`src/rtl/reset_release_sequencer.sv`:
```
// Reset release sequencer: synchronizes reset deassertion, holds the downstream
// reset for a settling period, then counts run cycles until a limit or stop request.
module reset_release_sequencer #(
  parameter int SYNC_STAGES = 2,
  parameter int HOLD_CYCLES = 4,
  parameter int CNT_W       = 32
) (
  input  logic             clk,
  input  logic             reset,
  input  logic [CNT_W-1:0] run_cycles,
  input  logic             stop_req,
  output logic             rst_sync_n,
  output logic             running,
  output logic             done,
  output logic [CNT_W-1:0] cycle_count,
  output logic [1:0]       state
);

  localparam int HOLD_W = $clog2(HOLD_CYCLES + 1);
  localparam logic [HOLD_W-1:0] HOLD_LAST = HOLD_W'(HOLD_CYCLES - 1);
  localparam logic [SYNC_STAGES-2:0] SYNC_ONE = 1;

  typedef enum logic [1:0] {
    ST_SYNC = 2'd0,
    ST_HOLD = 2'd1,
    ST_RUN  = 2'd2,
    ST_DONE = 2'd3
  } state_t;

  state_t                 state_q, state_d;
  logic [SYNC_STAGES-2:0] sync_chain;
  logic [HOLD_W-1:0]      hold_cnt_q, hold_cnt_d;
  logic                   stop_pend_q, stop_pend_d;
  logic [CNT_W-1:0]       limit_q, limit_d;
  logic [CNT_W-1:0]       count_q, count_d;
  logic [CNT_W-1:0]       count_inc;
  logic                   rst_n_q, rst_n_d;
  logic                   running_q, running_d;
  logic                   done_q, done_d;

  // The state register acts as the last synchronizer stage, so the explicit
  // chain is one flop shorter than SYNC_STAGES.
  always_ff @(posedge clk or posedge reset) begin
    if (reset) begin
      sync_chain  <= '0;
      state_q     <= ST_SYNC;
      hold_cnt_q  <= '0;
      stop_pend_q <= 1'b0;
      limit_q     <= '0;
      count_q     <= '0;
      rst_n_q     <= 1'b0;
      running_q   <= 1'b0;
      done_q      <= 1'b0;
    end else begin
      sync_chain  <= (sync_chain << 1) | SYNC_ONE;
      state_q     <= state_d;
      hold_cnt_q  <= hold_cnt_d;
      stop_pend_q <= stop_pend_d;
      limit_q     <= limit_d;
      count_q     <= count_d;
      rst_n_q     <= rst_n_d;
      running_q   <= running_d;
      done_q      <= done_d;
    end
  end

  assign count_inc = count_q + 1'b1;

  always_comb begin
    state_d     = state_q;
    hold_cnt_d  = hold_cnt_q;
    stop_pend_d = stop_pend_q;
    limit_d     = limit_q;
    count_d     = count_q;
    rst_n_d     = rst_n_q;
    running_d   = running_q;
    done_d      = done_q;
    case (state_q)
      ST_SYNC: begin
        if (stop_req) begin
          stop_pend_d = 1'b1;
        end
        if (sync_chain[SYNC_STAGES-2]) begin
          state_d = ST_HOLD;
        end
      end
      ST_HOLD: begin
        if (hold_cnt_q == HOLD_LAST) begin
          limit_d = run_cycles;
          rst_n_d = 1'b1;
          // A stop seen at any point before release skips RUN entirely.
          if (stop_pend_q || stop_req) begin
            state_d = ST_DONE;
            done_d  = 1'b1;
          end else begin
            state_d   = ST_RUN;
            running_d = 1'b1;
          end
        end else begin
          hold_cnt_d = hold_cnt_q + 1'b1;
          if (stop_req) begin
            stop_pend_d = 1'b1;
          end
        end
      end
      ST_RUN: begin
        if (stop_req) begin
          state_d   = ST_DONE;
          running_d = 1'b0;
          done_d    = 1'b1;
        end else if (count_q != '1) begin
          count_d = count_inc;
          if ((limit_q != '0) && (count_inc == limit_q)) begin
            state_d   = ST_DONE;
            running_d = 1'b0;
            done_d    = 1'b1;
          end
        end
      end
      default: begin
      end
    endcase
  end

  assign rst_sync_n  = rst_n_q;
  assign running     = running_q;
  assign done        = done_q;
  assign cycle_count = count_q;
  assign state       = state_q;

endmodule

```
`config.mk`:
```
export PLATFORM = sky130hd
export DESIGN_NAME = reset_release_sequencer
export DESIGN_NICKNAME = d
export VERILOG_FILES = /design/src/rtl/reset_release_sequencer.sv
export SDC_FILE = /design/constraint.sdc
export NUM_CORES = 1
export LEC_CHECK = 0
export BUFFER_PORTS_ARGS = -buffer_cell sky130_fd_sc_hd__buf_4
export CORE_MARGIN = 2
export CORE_UTILIZATION = 50
export DETAILED_ROUTE_END_ITERATION = 10
export PLACE_DENSITY = 0.72
export SETUP_SLACK_MARGIN = 0.02
export SYNTH_ARGS = -nofsm -noshare
export SYNTH_HDL_FRONTEND = slang
export SYNTH_SLANG_ARGS = --single-unit
```
`constraint.sdc`:
```
create_clock -name clk -period 3.8 [get_ports clk]
set_input_delay 0.76 -clock clk [delete_from_list [all_inputs] [get_ports clk]]
set_output_delay 0.76 -clock clk [all_outputs]
set_load 0.005 [all_outputs]
```
==> flow_metrics.py <==
metrics = {
    "logic_synthesis": {
        "async_reset_ff_share_pct": 100,
        "synth-seq-cells": 74,
        "synth_area_leaders": "dfrtp_1, xnor2_1, mux2_2",
        "yosysSeqAreaShare_pct": 42.4,
        "synthCells": 433,
        "synth_edf_count": 0,
        "netlist_top_cells_count": "dfrtp_1, xnor2_1, nand2_1",
        "yosysTopAreaCell": "dfrtp_1",
        "avgSynthCellArea_um2": 10.1,
        "yosysWarnings": 0,
        "synth_nets": 475,
        "synth_area_mm2": 0.00436,
        "synth_top_area_share_pct": 42.4,
        "yosysUniqueCellTypes": 57,
        "yosysMostFrequentCell": "dfrtp_1",
        "synth-main-ff-cell": "dfrtp_1",
    },
    "global_routing": {
        "grt_max_degree": 37,
        "grt_use_total_pct": 24.0,
        "antenna_found_initial": 0,
        "grt_pass1_vias": 3514,
        "overflow": 0,
        "grt_pass1_wl_mm": 18.1,
    },
    "power_and_ir_drop": {
        "pwr-share-comb_pct": 35.1,
        "pwr-share-clk_pct": 22.3,
        "p_switching_mw": 1.09,
        "ir_worst_vdd_v": 0.000296,
        "seqPwrFrac_pct": 42.6,
        "swShare_pct": 35.6,
        "internal_power_mw": 1.98,
        "power_density_mw_per_mm2": 593,
        "p_leak_nw": 2.25,
    },
    "clocking": {
        "cts_hold_buffers": 0,
        "clock_latency_ps": 350,
        "postCtsSetupBuffers": 0,
        "cts_tree": "built",
        "cts_sinks": 74,
        "cts_buffers": 9,
        "cts-resized-gates": 0,
        "ctsLongestPathBuffers": 2,
        "h-tree-depth": 3,
        "cts.clk_slew.worst_paths_ps": 80,
        "ctsRootBufferMaster": "clkbuf_8",
    },
    "floorplan": {
        "ios": 72,
        "core.rowCount": 34,
        "die_x_um": 97.4,
        "die_y_um": 97.4,
        "design.die.area_mm2": 0.00949,
        "core_area_mm2": 0.00859,
        "initial_utilization_pct": 50.8,
    },
    "timing": {
        "slew_viol_final": 0,
        "max_freq_ghz": 0.301,
        "final.min_clock_period_ps": 3330,
        "setup_tns_ps": 0,
        "slew_headroom_pct": 46.1,
        "worst_pin_slew_ps": 807,
        "fin_skew_ps": 8.06,
        "hold_viol": 0,
        "worst_slack_ps": 474,
        "setup_viol": 0,
        "fin_crit_sh_pct": 87.5,
        "rsz0062_at_grt": "false",
    },
    "layout": {
        "syn_to_final_growth_pct": 18.7,
        "drive_above_1_share_pct": 28.0,
        "fin_util_pct": 60.3,
        "nets": 540,
        "seqCellArea_mm2": 0.00185,
        "n_fill_cell": 742,
        "diodes": 0,
        "multi_input_area_mm2": 0.00233,
    },
    "critical_path": {
        "critPathLaunchType": "flop",
        "end_kind": "flop",
        "cp_max_fo": 6,
        "crit_required_ps": 4040,
        "path_class": "flop to flop",
        "arrival_ps": 3570,
    },
    "routing": {
        "antenna_left": 0,
        "drc": 0,
        "firstDrtPassIters": 5,
        "totalWireLength_mm": 10.9,
        "vias": 3559,
        "wl_per_cell_um": 17.8,
        "via_per_inst": 5.82,
        "drtIter0Drc": 280,
    },
    "worst_hold_path": {
        "hold_path.class": "flop to flop",
    },
    "placement": {
        "globalplace.congestion": 0.952,
        "io_buffers": 71,
        "place_ws_ps": 575,
        "hpwlAfterDp_mm": 8.31,
    },
    "status": {
        "status": "finished, final reports clean",
    },
    "flow_run": {
        "drv_cap": 0,
    },
}
-- cell usage in the layout (no fill, tap or decap), drive strengths merged, types with 3 or more instances in the layout --
cell type and count:
o21ai 9, nand2 35, or2 4, nor2 25
dfrtp 74, nand3 24, and4 3, clkbuf 12
o211ai 4, a2111oi 3, mux2 33, a21o 3
xnor2 51, nand4 17, nor3b 3, and3 8
ha 7, xor2 23, a21oi 12, a31oi 3
nor4 19, inv 16, buf 78, nor3 6
nor2b 3
-- worst paths after layout --
kind	start	end	slack, ps	cells past startpoint
setup / recovery	cycle_count[0]	running	470	9
hold / removal	rst_sync_n	rst_sync_n	480	1
setup reg to reg	cycle_count[0]	running	470	9
hold reg to reg	rst_sync_n	rst_sync_n	480	1
max in group asynchronous	reset	limit_q[16]	2430	3
min in group asynchronous	reset	limit_q[11]	570	2
-- sequential cells by signal (all words and copies together), names as in the netlist --
name	count
limit_q	32
hold_cnt_q	3
state	2
cycle_count	32
sync_chain	1
running	1
rst_sync_n	1
stop_pend_q	1
done	1
-- cell type report --
cell class	instances	area share, %
inverters	15	1.09
clock buffers	12	2.80
clock inverters	4	1.43
repair buffers	78	11.3
well taps	108	2.61
flip-flops and latches	74	35.7
multi-input cells	320	45.0
-- per-layer routing --
layer / track usage, % / vias up / part of all wire (%)
met2: 36.7 / 128 / 47
met3: 3.96 / 20 / 6.1
met1: 34.5 / 1760 / 45
li1: - / 1651 / -
met5: 0 / - / 0
met4: 8.55 / 0 / 2.1
-- critical path, stage by stage, from the launching register on --
cell	delay, ps
dfrtp_1	510
ha_1	350
nand2_1	120
nor4_1	640
and3_1	380
xor2_1	90
a2111oi_0	440
and4b_1	330
nand3_2	110
a31o_1	240
-- metrics by stage --
step	hold slack, ps	instance area [um^2]	total power, mW	std cells
6_report	476	5180	3.07	611
5_1_grt	504	5180	3.27	611
4_1_cts	477	5180	3.08	611
3_5_place_dp	454	4960	2.40	595
3_3_place_gp	453	4960	2.36	595
2_1_floorplan	438	4360	2.05	433
-- power by group through the flow --
| stage | registers (mW) | clock network [mW] | logic, mW |
|---|---|---|---|
| finish | 1.31 | 0.686 | 1.08 |
| global route | 1.35 | 0.735 | 1.19 |
| CTS | 1.31 | 0.696 | 1.08 |
| detailed placement | 1.32 | 0 | 1.07 |
| global placement | 1.31 | 0 | 1.05 |
| floorplan | 1.22 | 0 | 0.834 |
-- logic make-up after synthesis --
family          count (synthesis)  synth area share (%)
simple gates                  158                  20.2
compound gates                 46                  7.51
mux                            34                  8.74
xor+xnor                       74                  14.9
fa+ha+maj                       7                  2.01
buf+inv                        39                  4.13
other cells                     1                0.0859
flops                          74                  42.4
No activity file was read; power rests on OpenSTA's default activity.
